<file path="config.mk">
export PLATFORM = sky130hd
export DESIGN_NAME = sd_cmd_controller
export DESIGN_NICKNAME = d
export VERILOG_FILES = /design/src/rtl/sd_cmd_controller.sv
export SDC_FILE = /design/constraint.sdc
export NUM_CORES = 1
export LEC_CHECK = 0
export CORE_UTILIZATION = 50
export DETAILED_ROUTE_END_ITERATION = 12
export HOLD_SLACK_MARGIN = 0.08
export PLACE_DENSITY_LB_ADDON = 0.15
export SYNTH_ARGS = -nofsm -noshare
export SYNTH_HDL_FRONTEND = slang
export SYNTH_SLANG_ARGS = --single-unit
</file>
<file path="constraint.sdc">
create_clock -name clock -period 9.7 [get_ports clock]
set_input_delay 0.97 -clock clock [delete_from_list [all_inputs] [get_ports clock]]
set_output_delay 0.97 -clock clock [all_outputs]
set_load 0.005 [all_outputs]
</file>
<file path="src/rtl/sd_cmd_controller.sv">
// SD CMD line sequencer: sends a 48-bit command frame, then collects and checks
// the card response (timeout, CRC7, end bit, index).
module sd_cmd_controller #(
    parameter int TIMEOUT_TICKS = 64,
    parameter int GAP_TICKS     = 8
) (
    input  logic         clock,
    input  logic         reset,
    input  logic         sd_tick,
    input  logic         cmd_start,
    input  logic [15:0]  command_reg,
    input  logic [31:0]  argument_reg,
    input  logic         cmd_pin_in,
    output logic         cmd_pin_out,
    output logic         cmd_pin_oe,
    output logic         cmd_inhibit,
    output logic         cmd_complete,
    output logic [3:0]   error_status,
    input  logic [3:0]   error_clear,
    output logic [127:0] response_out
);
    localparam int CW = 16;
    localparam logic [CW-1:0] TO_LAST  = CW'(TIMEOUT_TICKS - 1);
    localparam logic [CW-1:0] GAP_LAST = CW'(GAP_TICKS - 1);

    typedef enum logic [2:0] {IDLE, SEND, WAIT, RECV, CHECK, GAP} state_t;

    function automatic logic [6:0] crc7_step(input logic [6:0] c, input logic b);
        logic fb;
        fb = b ^ c[6];
        return {c[5:3], c[2] ^ fb, c[1:0], fb};
    endfunction

    function automatic logic [6:0] crc7_40(input logic [39:0] d);
        logic [6:0] c;
        c = 7'h00;
        for (int i = 39; i >= 0; i--) c = crc7_step(c, d[i]);
        return c;
    endfunction

    state_t         state_q, state_d;
    logic [47:0]    frame_q, frame_d;
    logic [5:0]     idx_q, idx_d;
    logic [1:0]     type_q, type_d;
    logic           crc_en_q, crc_en_d, idx_en_q, idx_en_d;
    logic [7:0]     bit_cnt_q, bit_cnt_d;
    logic [CW-1:0]  tick_cnt_q, tick_cnt_d;
    logic [135:0]   rx_q, rx_d;
    logic [6:0]     crc_q, crc_d;
    logic           out_q, out_d, oe_q, oe_d, inhibit_q, inhibit_d, complete_q, complete_d;
    logic [3:0]     err_q, err_d, new_err;
    logic [127:0]   resp_q, resp_d;

    logic [39:0] hdr;
    logic        long_resp;
    logic [7:0]  rx_len, rx_pos;
    logic        unused_ok;

    assign hdr       = {2'b01, command_reg[13:8], argument_reg};
    assign long_resp = (type_q == 2'b01);
    assign rx_len    = long_resp ? 8'd136 : 8'd48;
    // Frame-bit index of the bit arriving on this tick (MSB of frame = rx_len-1).
    assign rx_pos    = rx_len - 8'd1 - bit_cnt_q;
    assign unused_ok = ^{command_reg[15:14], command_reg[7:5], command_reg[2], rx_q[135:128]};

    always_comb begin
        state_d    = state_q;
        frame_d    = frame_q;
        idx_d      = idx_q;
        type_d     = type_q;
        crc_en_d   = crc_en_q;
        idx_en_d   = idx_en_q;
        bit_cnt_d  = bit_cnt_q;
        tick_cnt_d = tick_cnt_q;
        rx_d       = rx_q;
        crc_d      = crc_q;
        out_d      = out_q;
        oe_d       = oe_q;
        inhibit_d  = inhibit_q;
        complete_d = 1'b0;
        resp_d     = resp_q;
        new_err    = 4'b0000;
        case (state_q)
            IDLE: if (cmd_start && !inhibit_q) begin
                idx_d     = command_reg[13:8];
                type_d    = command_reg[1:0];
                crc_en_d  = command_reg[3];
                idx_en_d  = command_reg[4];
                frame_d   = {hdr, crc7_40(hdr), 1'b1};
                bit_cnt_d = 8'd0;
                inhibit_d = 1'b1;
                state_d   = SEND;
            end
            SEND: if (sd_tick) begin
                if (bit_cnt_q != 8'd48) begin
                    out_d     = frame_q[47];
                    oe_d      = 1'b1;
                    frame_d   = {frame_q[46:0], 1'b0};
                    bit_cnt_d = bit_cnt_q + 8'd1;
                end else begin
                    out_d      = 1'b1;
                    oe_d       = 1'b0;
                    tick_cnt_d = '0;
                    state_d    = (type_q == 2'b00) ? GAP : WAIT;
                end
            end
            WAIT: if (sd_tick) begin
                if (!cmd_pin_in) begin
                    // Start bit already known to be 0; CRC of a 0 from init 0 stays 0.
                    rx_d      = '0;
                    bit_cnt_d = 8'd1;
                    crc_d     = 7'h00;
                    state_d   = RECV;
                end else if (tick_cnt_q == TO_LAST) begin
                    new_err[0] = 1'b1;
                    tick_cnt_d = '0;
                    state_d    = GAP;
                end else begin
                    tick_cnt_d = tick_cnt_q + 1'b1;
                end
            end
            RECV: if (sd_tick) begin
                rx_d      = {rx_q[134:0], cmd_pin_in};
                bit_cnt_d = bit_cnt_q + 8'd1;
                if (rx_pos >= 8'd8 && (!long_resp || rx_pos <= 8'd127))
                    crc_d = crc7_step(crc_q, cmd_pin_in);
                if (bit_cnt_d == rx_len) state_d = CHECK;
            end
            CHECK: begin
                new_err[2] = !rx_q[0];
                new_err[1] = crc_en_q && (rx_q[7:1] != crc_q);
                new_err[3] = idx_en_q && !long_resp && (rx_q[45:40] != idx_q);
                resp_d     = long_resp ? {8'h00, rx_q[127:8]} : {96'h0, rx_q[39:8]};
                complete_d = (new_err == 4'b0000);
                tick_cnt_d = '0;
                state_d    = GAP;
            end
            GAP: if (sd_tick) begin
                if (tick_cnt_q == GAP_LAST) begin
                    inhibit_d = 1'b0;
                    state_d   = IDLE;
                end else begin
                    tick_cnt_d = tick_cnt_q + 1'b1;
                end
            end
            default: state_d = IDLE;
        endcase
        // New errors take priority over a same-cycle clear.
        err_d = (err_q & ~error_clear) | new_err;
    end

    always_ff @(posedge clock or posedge reset) begin
        if (reset) begin
            state_q    <= IDLE;
            frame_q    <= '0;
            idx_q      <= '0;
            type_q     <= '0;
            crc_en_q   <= 1'b0;
            idx_en_q   <= 1'b0;
            bit_cnt_q  <= '0;
            tick_cnt_q <= '0;
            rx_q       <= '0;
            crc_q      <= '0;
            out_q      <= 1'b1;
            oe_q       <= 1'b0;
            inhibit_q  <= 1'b0;
            complete_q <= 1'b0;
            err_q      <= '0;
            resp_q     <= '0;
        end else begin
            state_q    <= state_d;
            frame_q    <= frame_d;
            idx_q      <= idx_d;
            type_q     <= type_d;
            crc_en_q   <= crc_en_d;
            idx_en_q   <= idx_en_d;
            bit_cnt_q  <= bit_cnt_d;
            tick_cnt_q <= tick_cnt_d;
            rx_q       <= rx_d;
            crc_q      <= crc_d;
            out_q      <= out_d;
            oe_q       <= oe_d;
            inhibit_q  <= inhibit_d;
            complete_q <= complete_d;
            err_q      <= err_d;
            resp_q     <= resp_d;
        end
    end

    assign cmd_pin_out  = out_q;
    assign cmd_pin_oe   = oe_q;
    assign cmd_inhibit  = inhibit_q;
    assign cmd_complete = complete_q;
    assign error_status = err_q;
    assign response_out = resp_q;
endmodule

</file>
== Word level (Yosys, flattened, before mapping) ==
Cells that the tools add are included.
Widths: inputs -> output; s select.

* Memories kept: 0
* Bits in writable memories: 0
* Register bits after elaboration: 356
* ROM bits: 0
* Bits in latches: 0

* Divide/modulo/power cells: 0
* $add $sub $neg: 4
* Order comparisons: 2
* Equal/unequal tests: 26
* Shift operators: 0
* Bitwise gates (word level): 76
* Multiplexer cells: 54
* Reductions and logical operators: 26
* $mul: 0

{| class="wikitable"
|+ Operator list
! kind !! number
|-
| $mux 128 || 3
|-
| $pmux 128 s2 || 1
|-
| $mux 48 || 3
|-
| $mux 120 || 1
|-
| $mux 16 || 7
|-
| $pmux 48 s2 || 1
|-
| $xor 1x1->1 || 71
|-
| $pmux 16 s4 || 1
|-
| $mux 8 || 7
|-
| $mux 3 || 12
|-
| $pmux 8 s4 || 1
|-
| $mux 7 || 4
|-
| $ne 2x2->1 const B || 13
|-
| $pmux 3 s6 || 1
|-
| $add 16x1->16 const B || 1
|-
| $eq 16x3->1 const B || 1
|-
| $eq 16x6->1 const B || 1
|-
| $pmux 7 s2 || 1
|-
| $reduce_and 7->1 || 2
|-
| $reduce_and 4->1 || 3
|-
| $mux 1 || 10
|-
| $reduce_and 9->1 || 1
|-
| $add 8x1->8 const B || 1
|-
| $eq 8x8->1 || 1
|-
| other kinds (26) || 40
|}

== Logic depth before layout (Yosys ltp) ==
Gate-level depths: netlist of the first run.

* Depth after elaboration: 20
* Gate-level depth with buffers: 15
* Mapped depth without buffers: 13

== Least setup slack after synthesis of the first run ==
No wires, ideal clock.

* Path type: reg2reg
* From: register type_q[1]
* To: register crc_q[0]
* Path slack: 5.939 ns
* Period minus slack after synthesis: 3.761 ns
* Stages on the path, launching flop included: 15
* Data required time: 9.575 ns
* Arrival time: 3.636 ns
* Cell sequence: dfrtp_1 -> nand2b_1 -> inv_1 -> clkbuf_1 -> clkbuf_1 -> ha_1 -> inv_1 -> fa_1 -> xor2_1 -> nor4bb_1 -> maj3_1 -> a32oi_1 -> o21ai_0 -> a21oi_1 -> mux2_2

* Longest elaborated chain between the ends: 9
* Elaborated cells between the ends (all ways): 11

{| class="wikitable"
|+ Ends and longest elaborated chain
! item !! line !! source
|-
| from (decl) || 44 || <nowiki>logic [1:0] type_q, type_d;</nowiki>
|-
| from (signal assigned) || 174 || <nowiki>type_q <= type_d;</nowiki>
|-
| $eq 2x1->1 (*) || 60 || <nowiki>assign long_resp = (type_q == 2'b01);</nowiki>
|-
| $mux 8 || 61 || <nowiki>assign rx_len = long_resp ? 8'd136 : 8'd48;</nowiki>
|-
| $sub 8x1->8 || 63 || <nowiki>assign rx_pos = rx_len - 8'd1 - bit_cnt_q;</nowiki>
|-
| $sub 8x8->8 || 63 ||
|-
| $le 8x7->1 || 125 || <nowiki>if (rx_pos >= 8'd8 && (!long_resp || rx_pos <= 8'd127))</nowiki>
|-
| $logic_or 1x1->1 || 125 ||
|-
| $logic_and 1x1->1 (*) || 125 ||
|-
| $ne 2x2->1 (no source line) (*) || -- ||
|-
| $reduce_and 5->1 (no source line) (*) || -- ||
|-
| to (signal assigned) || 180 || <nowiki>crc_q <= crc_d;</nowiki>
|-
| to (decl) || 49 || <nowiki>logic [6:0] crc_q, crc_d;</nowiki>
|}

Mark *: on every way between the ends. The rest lies on a longest branch, timed or not.
A chain may end at the register's enable or synchronous reset.

== Worst setup path in the final report of the first run ==
* From: register type_q[1]
* To: register crc_q[4]

The elaborated chain is that of the path after synthesis.

==> out/qor.csv, run 1 <==
stage,metric,value,unit
outcome,status,"complete, no violations",
synthesis,YS warnings,0,
global_routing,first-pass GRT wire length,51.09,mm
global_routing,GRT Total Usage,20.35,%
clock_tree,CTS sink cnt,348,
placement,# port buffers,178,
synthesis,syn avg cell area,11.17,sq um
synthesis,top post-synthesis cells by area,"dfrtp_1 58%, a22o_1 7.5%, nand2_1 6.2%",
route,Avg WL per Cell,16.14,um
sta,f_max,229.2,MHz
die,Die Area,30860,sq um
route,top sig layer,met4,
critical_path,worst setup path class,flip-flop to flip-flop,
clock_tree,H-tree Lvls,2,
die,FP Rows,63,
sta,Fin. Hold Viols,0,
die,initial core utilization,50.88,%
route,DRT iter0 DRCs,718,
synthesis,"flops & latches, synth",348,
clock_tree,TritonCTS clock tree,built,
synthesis,Adder-Cell Fraction of Synth Area,0.6969,%
power_and_ir_drop,Pleak,0.008308,uW
sta,total negative slack,0,ps
finish,Syn-to-layout area delta,21.38,%
sta,Period minus WS final,4363,ps
clock_tree,clk_lat worst skew,520,ps
global_routing,gr ovfl total,0,
route,M1 WL,15.04,mm
finish,Layout Nets,1551,
sta,RSZ-0062 raised after global routing,false,
placement,GP Congestion,0.8044,
synthesis,"Distinct cells, synth",57,
worst_hold_path,Hold Crit Depth,2,
synthesis,post-synthesis xor/xnor area fraction,6.986,%
clock_tree,Root Buffer,clkbuf_16,
route,DR vias,10268,
sta,worst slew pin tran,1152,ps
global_routing,largest net degree at the start of global routing,189,
placement,pre-CTS setup slack,5241,ps
route,DRC,0,
finish,Fillers,2471,
synthesis,ys flop type,dfrtp_1,
critical_path,FF-to-FF path depth,13,
synthesis,post-synthesis mux area share,6.720,%
synthesis,Post-synth EDFFs,0,
route,Final ANT Viol Nets,0,
die,Core Region,29640,sq um
sta,Final Cycle Share,44.98,%
synthesis,Synth Area in Compound Gates,14.63,%
critical_path,WP data arrival,4750,ps
worst_hold_path,type of the worst min-delay path,flip-flop to flip-flop,
clock_tree,clk buf depth,3,
critical_path,CP max FO,95,
synthesis,synthesized netlist cell count,1350,
synthesis,largest family of logic cells by synthesized area,compound AO/OA/AOI/OAI gates,
critical_path,Startpoint Class,flip-flop,
clock_tree,hold_buf cts,0,
die,chip width,175.7,um
synthesis,simple-gate share of the synthesized area,10.05,%
route,DR pass1 iterations,5,
global_routing,initial antenna violation count,1,
clock_tree,clock slew at reported path FFs,60,ps
synthesis,asr flop ratio synth,100.0,%
run,Max Cap Viol,0,
synthesis,sequential-to-total area share from yosys stat,57.75,%
critical_path,CP endpoint kind,flip-flop,
critical_path,critical path data required time,10080,ps
synthesis,synthesized area,15080,sq um
synthesis,"count leader, synth",dfrtp_1,
die,Top Ports,193,
global_routing,number of global-route vias before repair,9854,
power_and_ir_drop,worst vdd ir,0.1531,mV
power_and_ir_drop,PwrDens,231.1,nW/um^2
sta,worst rel slew slack,23.01,%
finish,share of layout cells above drive strength 1,8.251,%
sta,worst setup slack after layout,5337,ps
clock_tree,cts repair resizes,0,
clock_tree,Num CTS Buffers,37,
power_and_ir_drop,Final Power,4231,uW
sta,Clock Skew,14.62,ps
route,total wire length,30.77,mm
route,WL met3,1.480,mm
sta,Final Max Tran Viols,0,
synthesis,most common library cells after synthesis,"347 x dfrtp_1, 250 x nand2_1, 146 x o21ai_0",
placement,post-DP HPWL,19.62,mm
route,drt via density,5.387,
clock_tree,setup bufs post-CTS,0,
sta,final setup violation count,0,
synthesis,Synth top area share,57.58,%
synthesis,cell taking the most area after synthesis,dfrtp_1,
die,Die H,175.7,um
route,met2 WL,13.76,mm
[cell usage in the layout, fill, tap and decap left out, drive strengths merged, types with 2 or more instances in the layout]
cell,n
dfrtp,347
nand2,250
clkdlybuf4s50,178
o21ai,149
a22o,129
xnor2,57
clkbuf,56
mux2,50
mux2i,45
nor2,44
xor2,22
inv,19
nand3,16
xnor3,16
a21oi,15
and3,13
buf,9
conb,8
nor3,8
clkinv,8
o22ai,7
ha,6
nand4,5
nand2b,5
nor2b,4
a21o,4
o31ai,3
a2bb2oi,3
o41ai,3
or3,3
nand4b,2
a31oi,2
nor4,2
o32ai,2
a211oi,2
clkinvlp,2
and2,2
bufinv,2
or2,2
[kinds of logic (layout without fill, tap and decap cells)]
| kind of cell | after synthesis | count (layout) |
|---|---|---|
| AOI/OAI and AO/OA | 326 | 326 |
| xor gates and xnor gates | 95 | 95 |
| adders and majority gates | 8 | 8 |
| buffers and inverters | 116 | 274 |
| DFF | 348 | 348 |
| muxes | 95 | 95 |
| other | 1 | 9 |
| and+or+nand+nor | 361 | 361 |
[registers in the layout (all words and copies together), names as in the netlist, 4 cells and up]
| signal | count |
|---|---|
| rx_q | 128 |
| crc_q | 7 |
| frame_q | 48 |
| bit_cnt_q | 8 |
| response_out | 120 |
| tick_cnt_q | 16 |
| idx_q | 6 |
| error_status | 4 |
[stage by stage]
stage	cells	utilization (%)	cell area, sq um	hold WS (ps)
after detailed placement	1838	57.68	17100	469.2
after global placement	1838	57.68	17100	460.0
final	1906	61.76	18310	473.3
after global routing	1905	61.75	18300	494.8
after CTS	1905	61.75	18300	482.5
after floorplan	1357	-	15110	449.2
[worst max-delay path: stages, from the launching register on]
cell and delay, ps:
dfrtp_1 410, nand2b_1 280, inv_2 80, buf_4 730, ha_1 320, inv_1 60, fa_1 390, xor2_1 160
nor4bb_1 160, maj3_1 350, a32oi_1 150, o21ai_0 170, a21oi_1 570, mux2_2 410
[worst paths after layout]
check                                              from                            to  slack, ps
setup / recovery                  type_q[1]$_DFFE_PP0P_          crc_q[4]$_DFFE_PP0P_       5340
hold / removal             response_out[63]$_DFFE_PP0P_  response_out[63]$_DFFE_PP0P_        470
setup reg to reg                  type_q[1]$_DFFE_PP0P_          crc_q[4]$_DFFE_PP0P_       5340
hold reg to reg            response_out[63]$_DFFE_PP0P_  response_out[63]$_DFFE_PP0P_        470
max in group asynchronous                         reset          rx_q[48]$_DFFE_PP0P_       7140
min in group asynchronous                         reset         rx_q[109]$_DFFE_PP0P_       1090
[routing by layer]
metal  global-route usage [%]  up-vias
met5                        0        -
met4                    4.710        0
met3                    3.615       40
met2                    30.98      233
met1                    30.36     5019
li1                         -     4976
[power by group]
group          switching (uW)  internal, uW  total [uW]
Clock                     560           830        1390
Sequential                121          1600        1720
Combinational             642           474        1120
[final cells by class]
class / count / area, sq um / area share, %
clock inverter: 11 / 118.9 / 0.6493
multi-input combinational: 893 / 5944 / 32.47
inverter: 20 / 78.83 / 0.4306
timing repair buffer: 187 / 1874 / 10.24
clock buffer: 56 / 1089 / 5.947
sequential: 348 / 8710 / 47.58
antenna: 1 / 2.502 / 0.01367
tap: 390 / 488.0 / 2.666
(Power assumes the default switching activity.)
==> run 2: changes to the inputs <==
==> constraint.sdc (replaced) <==
create_clock -name clock -period 4.25 [get_ports clock]
set_input_delay 0.425 -clock clock [delete_from_list [all_inputs] [get_ports clock]]
set_output_delay 0.425 -clock clock [all_outputs]
set_load 0.005 [all_outputs]
==> run 2 against run 1 <==
Sequential cell count stayed put. Core utilization hardly changed. Worst hold slack got worse by 90 ps. Largest power group unchanged. Fmax rose by 25%. Clock power rose by 120%. Wire length is 0.29% higher. Final cell count hardly changed. Sequential share of layout area hardly changed.
==> out/qor.csv, run 2 (synthesis results as in run 1) <==
stage,metric,value,unit
finish,"most common cell after layout, fill and taps aside",dfrtp_1,
sta,final setup violation count,0,
route,Avg WL per Cell,16.18,um
placement,GP Congestion,0.8080,
run,Max Cap Viol,0,
sta,RSZ-0062 raised after global routing,false,
sta,Final Max Tran Viols,0,
die,Top Ports,193,
critical_path,worst setup path class,flip-flop to flip-flop,
critical_path,Startpoint Class,flip-flop,
finish,Layout Nets,1558,
finish,Antenna Cells,0,
sta,Final Cycle Share,82.42,%
clock_tree,setup bufs post-CTS,0,
placement,post-DP HPWL,20.09,mm
clock_tree,TritonCTS clock tree,built,
power_and_ir_drop,Pleak,0.008321,uW
sta,total negative slack,0,ps
global_routing,initial antenna violation count,0,
global_routing,first-pass GRT wire length,51.84,mm
route,Final ANT Viol Nets,0,
sta,Clock Skew,10.89,ps
outcome,status,"complete, no violations",
clock_tree,H-tree Lvls,2,
route,DRC,0,
sta,Fin. Hold Viols,0,
power_and_ir_drop,register share of total power,41.2,%
global_routing,number of global-route vias before repair,9940,
placement,pre-CTS setup slack,713.7,ps
placement,# port buffers,178,
die,FP Rows,63,
route,drt via density,5.390,
clock_tree,hold_buf cts,0,
sta,worst rel slew slack,21.59,%
finish,Largest register FFs,128,
route,DRT iter0 DRCs,670,
power_and_ir_drop,Comb pwr share,27.2,%
die,chip width,175.7,um
power_and_ir_drop,Clock power frac,31.6,%
clock_tree,clk buf depth,3,
sta,worst slew pin tran,1173,ps
worst_hold_path,type of the worst min-delay path,primary input to asynchronous set/reset pin,
clock_tree,clk_lat worst skew,520,ps
global_routing,most used routing layer,met2,
clock_tree,cts repair resizes,0,
clock_tree,Num CTS Buffers,37,
critical_path,FF-to-FF path depth,12,
sta,Period minus WS final,3503,ps
power_and_ir_drop,Final Power,9555,uW
die,Die Area,30860,sq um
clock_tree,CTS sink cnt,348,
power_and_ir_drop,PwrDens,521.7,nW/um^2
sta,worst setup slack after layout,747.0,ps
power_and_ir_drop,switching power of the nets,3027,uW
route,DR vias,10278,
finish,Top reg by flops,rx_q,
critical_path,CP max FO,6,
global_routing,largest net degree at the start of global routing,107,
route,total wire length,30.86,mm
finish,share of layout cells above drive strength 1,8.438,%
critical_path,Worst R2R End,crc_q[4]$_DFFE_PP0P_,
critical_path,worst reg2reg path startpoint,type_q[1]$_DFFE_PP0P_,
global_routing,GRT Total Usage,20.62,%
critical_path,FF-to-FF setup slack,750,ps
power_and_ir_drop,internal power,6528,uW
sta,f_max,285.5,MHz
die,Die H,175.7,um
critical_path,critical path data required time,4650,ps
global_routing,met2 GRT Util,31.39,%
clock_tree,Root Buffer,clkbuf_16,
critical_path,CP endpoint kind,flip-flop,
power_and_ir_drop,sw frac,31.68,%
finish,"commonest non-fill, non-tap cells in the layout","347 x dfrtp_1, 250 x nand2_1, 178 x clkdlybuf4s50_1, 146 x o21ai_0, 129 x a22o_1",
global_routing,gr ovfl total,0,
power_and_ir_drop,worst vdd ir,0.3091,mV
finish,Syn-to-layout area delta,21.46,%
route,DR pass1 iterations,4,
die,Core Region,29640,sq um
global_routing,routing usage on met1,31.28,%
global_routing,met3 Usage GRT,3.074,%
critical_path,WP data arrival,3900,ps
die,initial core utilization,50.88,%
clock_tree,clock slew at reported path FFs,60,ps
## run 2: cell count changes in the layout (fill, tap and decap cells not counted), sizes merged
| cell | before | now |
|---|---|---|
| clkbuf | 56 | 55 |
| clkinvlp | 2 | 1 |
| diode | 1 | 0 |
| inv | 19 | 22 |
| bufinv | 2 | 0 |
| clkinv | 8 | 4 |
| buf | 9 | 16 |
## run 2: through the flow
| step | hold WS (ps) | util (%) | cell area, sq um | cells |
|---|---|---|---|---|
| 4_1_cts | 397.8 | 61.80 | 18320 | 1907 |
| 6_report | 383.4 | 61.80 | 18320 | 1907 |
| 3_3_place_gp | 459.9 | 57.98 | 17190 | 1845 |
| 3_5_place_dp | 469.6 | 57.98 | 17190 | 1845 |
| 2_1_floorplan | 449.2 | - | 15110 | 1357 |
| 5_1_grt | 445.4 | 61.80 | 18320 | 1907 |
## run 2: routing by layer
| layer | vias to the layer above | part of all wire [%] |
|---|---|---|
| met3 | 34 | 3.7 |
| met2 | 205 | 45 |
| met4 | 0 | 1.4 |
| met5 | - | 0 |
| met1 | 5051 | 50 |
| li1 | 4988 | - |
## run 2: power by group through the flow
stage                     combinational [uW]  clock, uW  sequential [uW]
after floorplan                         2130          0             3880
after global placement                  2570          0             3980
after detailed placement                2640          0             3990
after CTS                               2640       3090             3940
after global routing                    2900       3220             3990
final                                   2600       3010             3940
## run 2: area by class of cell
cell class | instances | area (sq um)
Tap cell | 390 | 488.0
Clock buffer | 55 | 1074
Multi-Input combinational cell | 893 | 5944
Fill cell | 2449 | 11320
Sequential cell | 348 | 8710
Clock inverter | 7 | 57.56
Timing Repair Buffer | 194 | 1964
Inverter | 20 | 78.83
## run 2: worst max-delay path by stage
stage / startpoint / to / slack (ps) / depth (start not counted)
final: type_q[1]$_DFFE_PP0P_ / crc_q[4]$_DFFE_PP0P_ / 750 / 12
after global routing: type_q[1]$_DFFE_PP0P_ / crc_q[1]$_DFFE_PP0P_ / 530 / 12
after CTS: type_q[1]$_DFFE_PP0P_ / crc_q[4]$_DFFE_PP0P_ / 720 / 12
after detailed placement: type_q[1]$_DFFE_PP0P_ / crc_q[4]$_DFFE_PP0P_ / 710 / 12
after global placement: command_reg[8] / frame_q[6]$_DFFE_PP0P_ / 850 / 9
after floorplan: reset / bit_cnt_q[0]$_DFFE_PP0P_ / -830 / 1
## run 2: worst max-delay path: stages (launching register included)
cell and delay [ps]:
dfrtp_1 400, nand2b_1 250, inv_2 130, ha_1 170
inv_1 50, fa_1 400, xor2_1 170, nor4bb_1 160
maj3_1 360, a32oi_1 160, o21ai_0 180, a21oi_1 550
mux2_2 400
==> run 3: changes to the inputs <==
==> constraint.sdc (replaced) <==
create_clock -name clock -period 3.6 [get_ports clock]
set_input_delay 0.36 -clock clock [delete_from_list [all_inputs] [get_ports clock]]
set_output_delay 0.36 -clock clock [all_outputs]
set_load 0.005 [all_outputs]
==> run 3 against run 2 <==
Core utilization increased by 0.30 points. Sequential cell count unchanged. Worst setup slack got worse by 480 ps. Register-to-register slack got worse by 480 ps. Clock power is 21% higher. Fmax grew 5.2%. Largest cell class unchanged. Global-route usage is 0.071 points lower. Count of clock-buffer cells in the layout fell by 2. Largest power group unchanged.
==> out/qor.csv, run 3 (synthesis results as in run 1) <==
stage,metric,value,unit
placement,post-DP HPWL,19.96,mm
clock_tree,TritonCTS clock tree,built,
route,DRT iter0 DRCs,823,
placement,# port buffers,178,
sta,Clock Skew,16.17,ps
global_routing,GRT Total Usage,20.55,%
power_and_ir_drop,PwrDens,619.2,nW/um^2
critical_path,FF-to-FF setup slack,270,ps
power_and_ir_drop,Pleak,0.008373,uW
sta,Final Max Tran Viols,0,
sta,f_max,300.2,MHz
clock_tree,clock slew at reported path FFs,60,ps
finish,Top reg by flops,rx_q,
finish,Fillers,2423,
route,DR pass1 iterations,6,
clock_tree,clk buf depth,3,
route,WL met3,1.495,mm
route,met2 WL,13.85,mm
die,Top Ports,193,
global_routing,number of global-route vias before repair,9976,
placement,GP Congestion,0.7934,
finish,"most common cell after layout, fill and taps aside",dfrtp_1,
route,total wire length,30.97,mm
critical_path,worst setup path class,flip-flop to flip-flop,
outcome,status,"complete, no violations",
critical_path,FF-to-FF path depth,13,
worst_hold_path,type of the worst min-delay path,primary input to asynchronous set/reset pin,
power_and_ir_drop,worst vdd ir,0.4815,mV
clock_tree,Root Buffer,clkbuf_16,
die,Die Area,30860,sq um
global_routing,gr ovfl total,0,
clock_tree,cts repair resizes,0,
global_routing,initial antenna violation count,1,
route,DRC,0,
sta,worst slew pin tran,1128,ps
critical_path,WP data arrival,3710,ps
finish,Syn-to-layout area delta,22.04,%
sta,final setup violation count,0,
clock_tree,Num CTS Buffers,36,
finish,"commonest non-fill, non-tap cells in the layout","347 x dfrtp_1, 250 x nand2_1, 178 x clkdlybuf4s50_1, 146 x o21ai_0, 129 x a22o_1",
route,top sig layer,met5,
critical_path,Startpoint Class,flip-flop,
clock_tree,clk_lat worst skew,510,ps
finish,Antenna Cells,0,
finish,share of layout cells above drive strength 1,9.001,%
finish,Layout Nets,1560,
critical_path,worst reg2reg path startpoint,type_q[1]$_DFFE_PP0P_,
sta,Fin. Hold Viols,0,
critical_path,Worst R2R End,crc_q[3]$_DFFE_PP0P_,
route,Avg WL per Cell,16.20,um
sta,Period minus WS final,3331,ps
sta,Final Cycle Share,92.52,%
die,Die H,175.7,um
critical_path,CP max FO,6,
die,FP Rows,63,
route,Final ANT Viol Nets,0,
route,M1 WL,15.15,mm
die,chip width,175.7,um
route,DR vias,10345,
critical_path,critical path data required time,3980,ps
sta,RSZ-0062 raised after global routing,false,
clock_tree,CTS sink cnt,348,
finish,"Core Util, Final",62.09,%
critical_path,CP endpoint kind,flip-flop,
finish,Largest register FFs,128,
global_routing,first-pass GRT wire length,51.83,mm
global_routing,largest net degree at the start of global routing,142,
die,Core Region,29640,sq um
run,Max Cap Viol,0,
die,initial core utilization,50.88,%
sta,worst rel slew slack,24.62,%
clock_tree,H-tree Lvls,2,
route,drt via density,5.411,
sta,Min Hold Slack,132.8,ps
[run 3: cell count changes in the layout (fill, tap and decap cells not counted), sizes merged]
cell	before	now
clkbuf	55	53
buf	16	19
bufinv	0	1
clkinv	4	7
[run 3: metal layers]
layer	GRT usage [%]	up-vias
li1	-	4989
met1	30.69	5082
met2	31.57	229
met3	3.550	43
met4	4.275	2
met5	0	-
[run 3: worst max-delay path by stage]
stage,from,end,slack [ps],cells past startpoint
after global placement,command_reg[8],frame_q[6]$_DFFE_PP0P_,330,9
final,type_q[1]$_DFFE_PP0P_,crc_q[3]$_DFFE_PP0P_,270,13
after detailed placement,type_q[1]$_DFFE_PP0P_,crc_q[3]$_DFFE_PP0P_,160,12
after floorplan,reset,bit_cnt_q[0]$_DFFE_PP0P_,-1420,1
after global routing,type_q[1]$_DFFE_PP0P_,crc_q[4]$_DFFE_PP0P_,90,13
after CTS,type_q[1]$_DFFE_PP0P_,crc_q[3]$_DFFE_PP0P_,110,12
[run 3: cell type report]
type | count | area (sq um) | area share [%]
sequential | 348 | 8710 | 47.32
inverter | 20 | 78.83 | 0.4283
clock buffer | 53 | 1076 | 5.847
clock inverter | 11 | 91.34 | 0.4963
timing repair buffer | 197 | 2012 | 10.93
tap | 390 | 488.0 | 2.651
multi-input combinational | 893 | 5948 | 32.32
[run 3: report_power, final]
group	internal (uW)	switching, uW
combinational	1340	1770
clock	2150	1480
sequential	4320	330
total	7810	3580
[run 3: timing repair]
item / in CTS / in global routing
setup buffers: 0 / 2
endpoints found under the setup margin: 0 / 5
hold buffers: 0 / 0
[run 3: through the flow]
step | area, sq um | power (uW) | worst slack [ps] | TNS, ps | instances
CTS | 18390 | 11520 | 114.8 | 0 | 1910
detailed placement | 17220 | 7850 | 155.9 | 0 | 1846
global placement | 17220 | 7769 | 329.9 | 0 | 1846
floorplan | 15120 | 7106 | -1418 | -492060 | 1357
finish | 18400 | 11400 | 269.3 | 0 | 1912
global route | 18400 | 12080 | 93.42 | 0 | 1912
[run 3: worst max-delay path, cell delays in order (launching register included)]
cell and delay (ps):
dfrtp_1 400, nand2b_1 260, inv_2 140, ha_1 170, inv_1 60, fa_1 410, xor2_1 180, nor4bb_1 150
maj3_1 350, a32oi_1 170, o21ai_0 240, a21oi_2 180, buf_4 170, mux2_2 330
